**src/rtl/add_rs_param.sv**
```systemverilog
// add_rs_param: parametrised add/sub reservation station with CDB snoop, age-ordered issue and ICC result broadcast.
// Optional dispatch-cycle CDB capture is enabled by defining ADD_RS_DISPATCH_BYPASS_EN.
module add_rs_param #(
    parameter int DATA_W   = 32,
    parameter int TAG_W    = 5,
    parameter int DEPTH    = 4,
    parameter int BASE_TAG = 0
) (
    input  logic              clk,
    input  logic              rst_n,
    input  logic              in_rs_enable,
    input  logic [5:0]        in_operator_type,
    input  logic [DATA_W-1:0] in_val_1,
    input  logic [DATA_W-1:0] in_val_2,
    input  logic [TAG_W-1:0]  in_tag_1,
    input  logic [TAG_W-1:0]  in_tag_2,
    input  logic              in_icc_c,
    output logic              out_rs_ready,
    output logic [TAG_W-1:0]  out_rs_tag,
    input  logic              in_CDB_broadcast,
    input  logic [TAG_W-1:0]  in_CDB_tag,
    input  logic [DATA_W-1:0] in_CDB_val,
    output logic              out_CDB_req,
    input  logic              in_CDB_grant,
    output logic [TAG_W-1:0]  out_CDB_tag,
    output logic [DATA_W-1:0] out_CDB_val,
    output logic [3:0]        out_ICC_flags,
    output logic              out_icc_valid
);
    localparam int IW = $clog2(DEPTH);
    localparam logic [TAG_W-1:0] INV = '1;
    typedef enum logic [2:0] {FREE, WAIT, READY, EXEC, DONE} st_t;

    st_t               r_st   [DEPTH];
    logic [TAG_W-1:0]  r_tag1 [DEPTH];
    logic [TAG_W-1:0]  r_tag2 [DEPTH];
    logic [DATA_W-1:0] r_v1   [DEPTH];
    logic [DATA_W-1:0] r_v2   [DEPTH];
    logic [DATA_W-1:0] r_res  [DEPTH];
    logic [3:0]        r_flg  [DEPTH];
    logic              r_sub  [DEPTH];
    logic              r_x    [DEPTH];
    logic              r_cc   [DEPTH];
    logic              r_cin  [DEPTH];
    // r_age[i][j] set means entry i was dispatched before entry j
    logic [DEPTH-1:0]  r_age  [DEPTH];
    logic              r_lock;
    logic [IW-1:0]     r_lock_idx;

    logic              w_free_any, w_rdy_any, w_done_any, w_accept, w_rdy_old, w_done_old;
    logic [IW-1:0]     w_free_idx, w_rdy_idx, w_done_idx, w_exec_idx, w_sel;
    logic [TAG_W-1:0]  w_t1, w_t2;
    logic [DATA_W-1:0] w_d1, w_d2, w_a, w_b, w_res;
    logic [DATA_W:0]   w_sum;
    logic              w_ci, w_c, w_v;
    logic              w_hit1 [DEPTH];
    logic              w_hit2 [DEPTH];

    always_comb begin
        w_free_any = 1'b0;
        w_free_idx = '0;
        w_rdy_any  = 1'b0;
        w_rdy_idx  = '0;
        w_done_any = 1'b0;
        w_done_idx = '0;
        w_exec_idx = '0;
        w_rdy_old  = 1'b0;
        w_done_old = 1'b0;
        for (int i = DEPTH-1; i >= 0; i--)
            if (r_st[i] == FREE) begin
                w_free_any = 1'b1;
                w_free_idx = IW'(i);
            end
        for (int i = 0; i < DEPTH; i++) begin
            w_rdy_old  = r_st[i] == READY;
            w_done_old = r_st[i] == DONE;
            for (int j = 0; j < DEPTH; j++) begin
                if (r_st[j] == READY && r_age[j][i]) w_rdy_old = 1'b0;
                if (r_st[j] == DONE && r_age[j][i]) w_done_old = 1'b0;
            end
            if (w_rdy_old) begin
                w_rdy_any = 1'b1;
                w_rdy_idx = IW'(i);
            end
            if (w_done_old) begin
                w_done_any = 1'b1;
                w_done_idx = IW'(i);
            end
            if (r_st[i] == EXEC) w_exec_idx = IW'(i);
            w_hit1[i] = r_st[i] == WAIT && in_CDB_broadcast && r_tag1[i] != INV && r_tag1[i] == in_CDB_tag;
            w_hit2[i] = r_st[i] == WAIT && in_CDB_broadcast && r_tag2[i] != INV && r_tag2[i] == in_CDB_tag;
        end
    end

`ifdef ADD_RS_DISPATCH_BYPASS_EN
    assign w_t1 = (in_CDB_broadcast && in_tag_1 != INV && in_tag_1 == in_CDB_tag) ? INV : in_tag_1;
    assign w_t2 = (in_CDB_broadcast && in_tag_2 != INV && in_tag_2 == in_CDB_tag) ? INV : in_tag_2;
    assign w_d1 = (in_tag_1 != w_t1) ? in_CDB_val : in_val_1;
    assign w_d2 = (in_tag_2 != w_t2) ? in_CDB_val : in_val_2;
`else
    assign w_t1 = in_tag_1;
    assign w_t2 = in_tag_2;
    assign w_d1 = in_val_1;
    assign w_d2 = in_val_2;
`endif

    assign w_accept = in_rs_enable && w_free_any && !in_operator_type[5] && in_operator_type[1:0] == 2'b00;
    assign w_a      = r_v1[w_exec_idx];
    assign w_b      = r_v2[w_exec_idx];
    assign w_ci     = r_x[w_exec_idx] & r_cin[w_exec_idx];
    // the extra top bit is carry for ADD and borrow for SUB
    assign w_sum    = r_sub[w_exec_idx] ? {1'b0, w_a} - {1'b0, w_b} - (DATA_W+1)'(w_ci)
                                        : {1'b0, w_a} + {1'b0, w_b} + (DATA_W+1)'(w_ci);
    assign w_res    = w_sum[DATA_W-1:0];
    assign w_c      = w_sum[DATA_W];
    assign w_v      = r_sub[w_exec_idx] ? (w_a[DATA_W-1] != w_b[DATA_W-1]) && (w_res[DATA_W-1] != w_a[DATA_W-1])
                                        : (w_a[DATA_W-1] == w_b[DATA_W-1]) && (w_res[DATA_W-1] != w_a[DATA_W-1]);

    // once presented without a grant, the chosen entry stays on the bus even if an older one completes
    assign w_sel         = r_lock ? r_lock_idx : w_done_idx;
    assign out_CDB_req   = w_done_any;
    assign out_CDB_tag   = w_done_any ? TAG_W'(BASE_TAG) + TAG_W'(w_sel) : INV;
    assign out_CDB_val   = w_done_any ? r_res[w_sel] : '0;
    assign out_ICC_flags = w_done_any ? r_flg[w_sel] : 4'd0;
    assign out_icc_valid = w_done_any && r_cc[w_sel];
    assign out_rs_ready  = w_free_any;
    assign out_rs_tag    = TAG_W'(BASE_TAG) + TAG_W'(w_free_idx);

    always_ff @(posedge clk or negedge rst_n) begin
        if (!rst_n) begin
            for (int i = 0; i < DEPTH; i++) begin
                r_st[i]  <= FREE;
                r_age[i] <= '0;
            end
            r_lock     <= 1'b0;
            r_lock_idx <= '0;
        end else begin
            for (int i = 0; i < DEPTH; i++)
                case (r_st[i])
                    FREE:    if (w_accept && w_free_idx == IW'(i)) r_st[i] <= (w_t1 == INV && w_t2 == INV) ? READY : WAIT;
                    WAIT:    if ((w_hit1[i] || r_tag1[i] == INV) && (w_hit2[i] || r_tag2[i] == INV)) r_st[i] <= READY;
                    READY:   if (w_rdy_any && w_rdy_idx == IW'(i)) r_st[i] <= EXEC;
                    EXEC:    r_st[i] <= DONE;
                    DONE:    if (in_CDB_grant && w_sel == IW'(i)) r_st[i] <= FREE;
                    default: r_st[i] <= FREE;
                endcase
            if (w_accept) begin
                for (int j = 0; j < DEPTH; j++) r_age[j][w_free_idx] <= 1'b1;
                r_age[w_free_idx] <= '0;
            end
            r_lock     <= w_done_any && !in_CDB_grant;
            r_lock_idx <= w_sel;
        end
    end

    always_ff @(posedge clk) begin
        for (int i = 0; i < DEPTH; i++) begin
            if (r_st[i] == FREE && w_accept && w_free_idx == IW'(i)) begin
                r_tag1[i] <= w_t1;
                r_tag2[i] <= w_t2;
                r_v1[i]   <= w_d1;
                r_v2[i]   <= w_d2;
                r_sub[i]  <= in_operator_type[2];
                r_x[i]    <= in_operator_type[3];
                r_cc[i]   <= in_operator_type[4];
                r_cin[i]  <= in_icc_c;
            end else begin
                if (w_hit1[i]) begin
                    r_tag1[i] <= INV;
                    r_v1[i]   <= in_CDB_val;
                end
                if (w_hit2[i]) begin
                    r_tag2[i] <= INV;
                    r_v2[i]   <= in_CDB_val;
                end
            end
            if (r_st[i] == EXEC) begin
                r_res[i] <= w_res;
                r_flg[i] <= {w_c, w_v, w_res == '0, w_res[DATA_W-1]};
            end
        end
    end
endmodule

```
**config.mk**
```make
export PLATFORM = sky130hd
export DESIGN_NAME = add_rs_param
export DESIGN_NICKNAME = d
export VERILOG_FILES = /design/src/rtl/add_rs_param.sv
export SDC_FILE = /design/constraint.sdc
export NUM_CORES = 1
export LEC_CHECK = 0
export ABC_AREA = 1
export BUFFER_PORTS_ARGS = -buffer_cell sky130_fd_sc_hd__buf_4
export CAP_MARGIN = 10
export CORE_MARGIN = 2
export CORE_UTILIZATION = 60
export DETAILED_ROUTE_END_ITERATION = 6
export PLACE_DENSITY = 0.79
export SLEW_MARGIN = 15
export SYNTH_ARGS = -nofsm -noshare
export SYNTH_HDL_FRONTEND = slang
export SYNTH_SLANG_ARGS = --single-unit
```
**constraint.sdc**
```tcl
create_clock -name clk -period 15.1 [get_ports clk]
set_input_delay 2.265 -clock clk [delete_from_list [all_inputs] [get_ports clk]]
set_output_delay 2.265 -clock clk [all_outputs]
set_load 0.05 [all_outputs]
```
==> summary.txt, run 1 <==
CTS tree: done
Netlist cell types: 60
period utilization: 0.396
Clock transition at path regs: 0.06 ns
wire per inst: 20.1 microns
metal3 WL: 7950 microns
die area: 0.0467 sq mm
Seq/Total Area, Yosys: 0.528
vias in the first global route: 21,800
TritonCTS Sinks: 483
initial drt markers: 2,573
Port Buf Inserts: 168
Rel. slew slack: 0.276
Layout area overhead: 11.7%
final WL: 76,400 microns
final setup fails: 0
Clock Tree Root: clkbuf_16
drc violations: 0
Arr. time, crit path: 6.36 ns
Required @ worst endpoint: 15.48 ns
first-pass GRT wire length: 119,000 microns
post-route minimum period: 5.98 ns
clock buffer depth: 3
global route overflow: 0
maxcap violations: 0
CP Class: reg2reg
Hold Path Stages: 2
Post-CTS Setup Inserts: 0
cts hold-fix bufs: 0
Synth area leaders: edfxtp_1 (49%), nand2_1 (10%), o21ai_0 (6.3%), inv_1 (5.5%), ha_1 (4.2%)
Synth Instances: 3,055
Max Slew Vio Count: 0
die height: 216 microns
CP startpoint kind: flip-flop
Yosys Warn Count: 0
Vias: 22,800
area of the core: 0.0443 sq mm
layout cells sized above 1: 0.0963
Worst-Margin Slew: 1.09 ns
Post-synth top flop: edfxtp_1
Yosys reg bits: 483
Via density: 5.99
R2R cell count: 26
Top Metal Used: met5
Async SR Flop Fraction: 0.0642
initial antenna violation count: 4
RSZ-0062 raised after global routing: false
met2 routed WL: 35,100 microns
Nets: 3,389
biggest fanout along the worst timing path: 67
Mean Syn Cell Area: 8.84 sq um
Clock H-tree levels: 2
M1 wire length: 31,600 microns
largest area contributor in the netlist: edfxtp_1
1st-pass router iterations: 6
die width: 216 microns
Hold Crit Class: reg2reg
cts bufs inserted: 48
Top Ports: 172
clk_skew: 0.0343 ns
GPL Wtd Cong: 0.983
largest net degree at the start of global routing: 70
Total GRT Usage: 0.325
Mapped Area: 0.0270 sq mm
Hold Fails Final Rpt: 0
number of synthesized flops with an enable pin: 442
fmax: 167 MHz
DRT antenna net count: 0
clock insertion delay at the later pin of the skew report: 0.60 ns
top-count cell post-synth: nand2_1
fin util: 0.681
final setup TNS: 0 ns
initial core utilization: 0.609
post_cts resized: 0
DP HPWL: 52,500 microns
top cell type's share of synthesized area: 0.491
FP Rows: 77
Setup crit end kind: flip-flop
outcome: finished, final reports clean
top post-synthesis cells by count: nand2_1 (747), edfxtp_1 (442), inv_1 (395)
==> per-stage QoR <==
step                      hold slack [ns]  setup slack [ns]  cell area [sq um]  instances
final                               0.506              9.12              30200       3801
after global routing                0.542              8.65              30200       3801
after CTS                           0.509              9.14              30200       3800
after floorplan                     0.468              9.54              27000       3057
after global placement              0.490              9.50              28700       3713
after detailed placement            0.495              9.26              28700       3713
==> cell families (layout without fill, tap and decap cells) <==
kind of cell | Yosys count | in the layout | synth area share
fa+ha+maj | 95 | 95 | 0.0451
flops | 483 | 483 | 0.528
buf+inv | 544 | 695 | 0.0788
xor+xnor | 13 | 13 | 0.00422
compound gates | 775 | 775 | 0.168
simple gates | 1144 | 1144 | 0.176
other cells | 1 | 4 | 0.000139
==> layer usage <==
layer / vias to the layer above / track usage
li1: 10700 / -
met1: 10700 / 0.462
met2: 1196 / 0.517
met3: 116 / 0.0508
met4: 4 / 0.0982
met5: - / 0
==> cell usage in the layout (no fill, tap or decap), drive strengths merged, types with 6 or more instances in the layout <==
master,instances
nand3,139
nand2,750
clkbuf,57
a32o,31
o211ai,8
o21ai,358
xor2,8
o22ai,44
nor3,23
a21o,10
dfxtp,10
dfrtp,31
a22oi,80
a21oi,184
ha,91
clkinv,27
inv,412
nor2,186
o21bai,6
buf,194
a31oi,6
edfxtp,442
o32ai,21
nand3b,14
nand4,22
==> cell type report <==
class	count	area, sq um
multi-input cells	2030	10700
well taps	592	741
flip-flops and latches	483	14200
fillers	3485	14200
diodes	1	2.50
repair buffers	194	1460
clock inverters	30	238
clock buffers	57	1230
inverters	414	1560
==> critical path, cell delays in order, from the launching register on <==
cell      delay, ns
dfrtp_1        0.43
nand2_1        0.14
nor2_4         0.09
buf_4          0.65
nand2_1        0.22
nand2_2        0.15
buf_4          0.71
nand2_1        0.13
a32o_1         0.33
inv_1          0.12
ha_1           0.32
ha_1           0.42
nand2_1        0.15
nor2_1         0.28
nand2_1        0.08
nand3b_1       0.20
nand2_1        0.14
nand2_1        0.08
nand2_1        0.12
nand2_1        0.06
nand3_1        0.06
nand2_1        0.18
nor2_1         0.15
nand3_1        0.08
nor2_1         0.09
nand3_1        0.08
nor2_1         0.22
==> flip-flops by register name, indices dropped and copies added (netlist names), named ones only <==
| name | count |
|---|---|
| r_tag1 | 20 |
| r_lock | 1 |
| r_res | 124 |
| r_cc | 4 |
| r_cin | 4 |
| r_lock_idx | 2 |
| r_tag2 | 20 |
| r_sub | 4 |
| r_age | 8 |
| r_v2 | 128 |
| r_x | 4 |
| r_st | 12 |
| r_v1 | 128 |
| r_flg | 16 |
==> path summary, 6_finish.rpt <==
path,from,endpoint,slack [ns]
setup / recovery,r_st[7],r_flg[1][1],9.12
hold / removal,r_age[9],r_age[9],0.51
setup reg to reg,r_st[7],r_flg[1][1],9.12
hold reg to reg,r_age[9],r_age[9],0.51
max in group asynchronous,rst_n,asynchronous set/reset pin,13.19
min in group asynchronous,rst_n,r_st[0],1.60
Power of run 1 is left out: the tool's default activity adds up to more than one toggle a clock period on the data nets, which glitch-free logic cannot reach.
==> run 2: changes to the inputs <==
==> constraint.sdc (replaced) <==
create_clock -name clk -period 5.54 [get_ports clk]
set_input_delay 0.831 -clock clk [delete_from_list [all_inputs] [get_ports clk]]
set_output_delay 0.831 -clock clk [all_outputs]
set_load 0.05 [all_outputs]
==> run 2 against run 1 <==
Against the previous run:
- utilization increased by 0.36 points
- first-iteration DRC count increased by 0.70%
- clock-buffer cell count up 9
- die area is the same
==> summary.txt, run 2 (synthesis gave the netlist of run 1 again) <==
Required @ worst endpoint: 5.82 ns (-9.66 ns)
Clock H-tree levels: 2 (unchanged)
die height: 216 microns (unchanged)
DRT antenna net count: 0 (unchanged)
area of the core: 0.0443 sq mm (unchanged)
Rel. slew slack: 0.230 (-0.0463)
metal3 WL: 7460 microns (-6.2%)
CTS tree: done
FP Rows: 77 (unchanged)
initial core utilization: 0.609 (unchanged)
Top Ports: 172 (unchanged)
global route overflow: 0 (unchanged)
wire per inst: 20.1 microns (about the same)
Worst-Margin Slew: 1.15 ns (+0.0667 ns)
TritonCTS Sinks: 483 (unchanged)
Setup crit end kind: flip-flop
Vias: 23,000 (+0.86%)
Hold Fails Final Rpt: 0 (unchanged)
layout cells sized above 1: 0.0977 (+0.00138)
largest net degree at the start of global routing: 99 (+41%)
Max Slew Vio Count: 0 (unchanged)
biggest fanout along the worst timing path: 33 (-51%)
M1 wire length: 32,000 microns (+1.4%)
CP startpoint kind: flip-flop
DP HPWL: 53,200 microns (+1.3%)
clock insertion delay at the later pin of the skew report: 0.61 ns (about the same)
clock buffer depth: 3 (unchanged)
Via density: 6.04 (+0.73%)
Clock transition at path regs: 0.07 ns (about the same)
post-route minimum period: 4.80 ns (-1.18 ns)
Arr. time, crit path: 5.07 ns (-1.29 ns)
area taken by multi-input logic gates: 0.0107 sq mm (unchanged)
ant diodes: 0 (-1)
sequential cell area: 0.0142 sq mm (unchanged)
Finished Cell Area: 0.0303 sq mm (+0.52%)
Hold Crit Class: in2async
Critical Path Source: r_st[6]
die width: 216 microns (unchanged)
RSZ-0062 raised after global routing: false
Port Buf Inserts: 168 (unchanged)
FF-to-FF Start: r_st[6]
post_cts resized: 0 (unchanged)
FILL cells: 3,592 (+3.1%)
Layout area overhead: 12.3%
GPL Wtd Cong: 0.976 (-0.72%)
met2 routed WL: 35,300 microns (+0.49%)
commonest non-fill, non-tap cells in the layout: nand2_1 (746), edfxtp_1 (442), inv_1 (393), o21ai_0 (340), buf_4 (196)
most common cell after layout, fill and taps aside: nand2_1
Top Metal Used: met4
final WL: 76,500 microns (+0.20%)
1st-pass router iterations: 7 (+1)
first-pass GRT wire length: 118,000 microns (-0.22%)
final setup TNS: 0 ns (unchanged)
die area: 0.0467 sq mm (unchanged)
cts bufs inserted: 49 (+2.1%)
Total GRT Usage: 0.323 (-0.00124)
r2r endpoint: r_flg[3][3]
initial drt markers: 2,591 (+0.70%)
Post-CTS Setup Inserts: 0 (unchanged)
FF-to-FF setup slack: 0.74 ns (-8.38 ns)
top flop regs: r_v1 (128), r_v2 (128), r_res (124)
outcome: finished, final reports clean
drc violations: 0 (unchanged)
Post-DP Area: 0.0288 sq mm (+0.33%)
Nets: 3,396 (+0.21%)
Clock Tree Root: clkbuf_16
fmax: 209 MHz (+25%)
Critical path destination: r_flg[3][3]
cts hold-fix bufs: 0 (unchanged)
maxcap violations: 0 (unchanged)
clk_skew: 0.0283 ns (-0.00601 ns)
final setup fails: 0 (unchanged)
period utilization: 0.866 (+0.470)
initial antenna violation count: 0 (-4)
CP Class: reg2reg
R2R cell count: 20 (-23%)
vias in the first global route: 22,000 (+0.94%)
-- run 2: cell types whose count changed in the layout (fill, tap and decap cells not counted), moves of 2 or more --
cell / before / now
clkbuf_1: 9 / 15
buf_4: 194 / 196
clkinvlp_4: 2 / 0
buf_12: 0 / 4
clkinv_2: 9 / 6
clkinv_1: 16 / 11
clkbuf_16: 48 / 50
-- run 2: worst min path at each step --
stage / startpoint / end / slack (ns)
after floorplan: r_tag2[2][4] / r_tag2[2][4] / 0.47
after global placement: r_tag2[2][2] / r_tag2[2][2] / 0.49
after detailed placement: r_tag1[2][3] / r_tag1[2][3] / 0.50
after CTS: rst_n / r_st[10] / 0.16
after global routing: rst_n / r_st[10] / 0.18
final: rst_n / r_st[6] / 0.17
-- run 2: area by class of cell --
class | instances | area share
Timing Repair Buffer | 200 | 0.0512
Clock inverter | 21 | 0.00714
Clock buffer | 66 | 0.0436
Tap cell | 592 | 0.0244
Multi-Input combinational cell | 2030 | 0.352
Inverter | 414 | 0.0515
Sequential cell | 483 | 0.470
-- run 2: worst max-delay path, stage by stage, from the launching register on --
cell,delay (ns)
dfrtp_1,0.42
nand2_1,0.13
nor2_4,0.13
nand2_1,0.11
nand2_2,0.12
buf_4,0.41
nand3_1,0.13
a32o_1,0.32
fa_1,0.49
fa_1,0.48
inv_1,0.09
nand3_1,0.07
nand3_1,0.15
nand3_1,0.12
nand2_1,0.13
nand3_1,0.10
nand3_1,0.12
a21oi_1,0.14
nor2_1,0.12
nor3_1,0.05
o21ai_0,0.63
-- run 2: layer usage --
metal | track usage | vias up
met1 | 0.462 | 10800
met5 | 0 | -
met4 | 0.100 | 0
met3 | 0.0500 | 149
met2 | 0.514 | 1245
li1 | - | 10800
-- run 2: stage by stage --
step           instances   util  setup slack, ns  hold WS (ns)
5_1_grt             3806  0.684            0.393         0.176
4_1_cts             3806  0.684            0.740         0.162
6_report            3806  0.684            0.745         0.168
3_3_place_gp        3719  0.649            0.886         0.486
3_5_place_dp        3719  0.649            0.760         0.496
2_1_floorplan       3057      -            0.701         0.468
Power of run 2 is left out for the same reason.
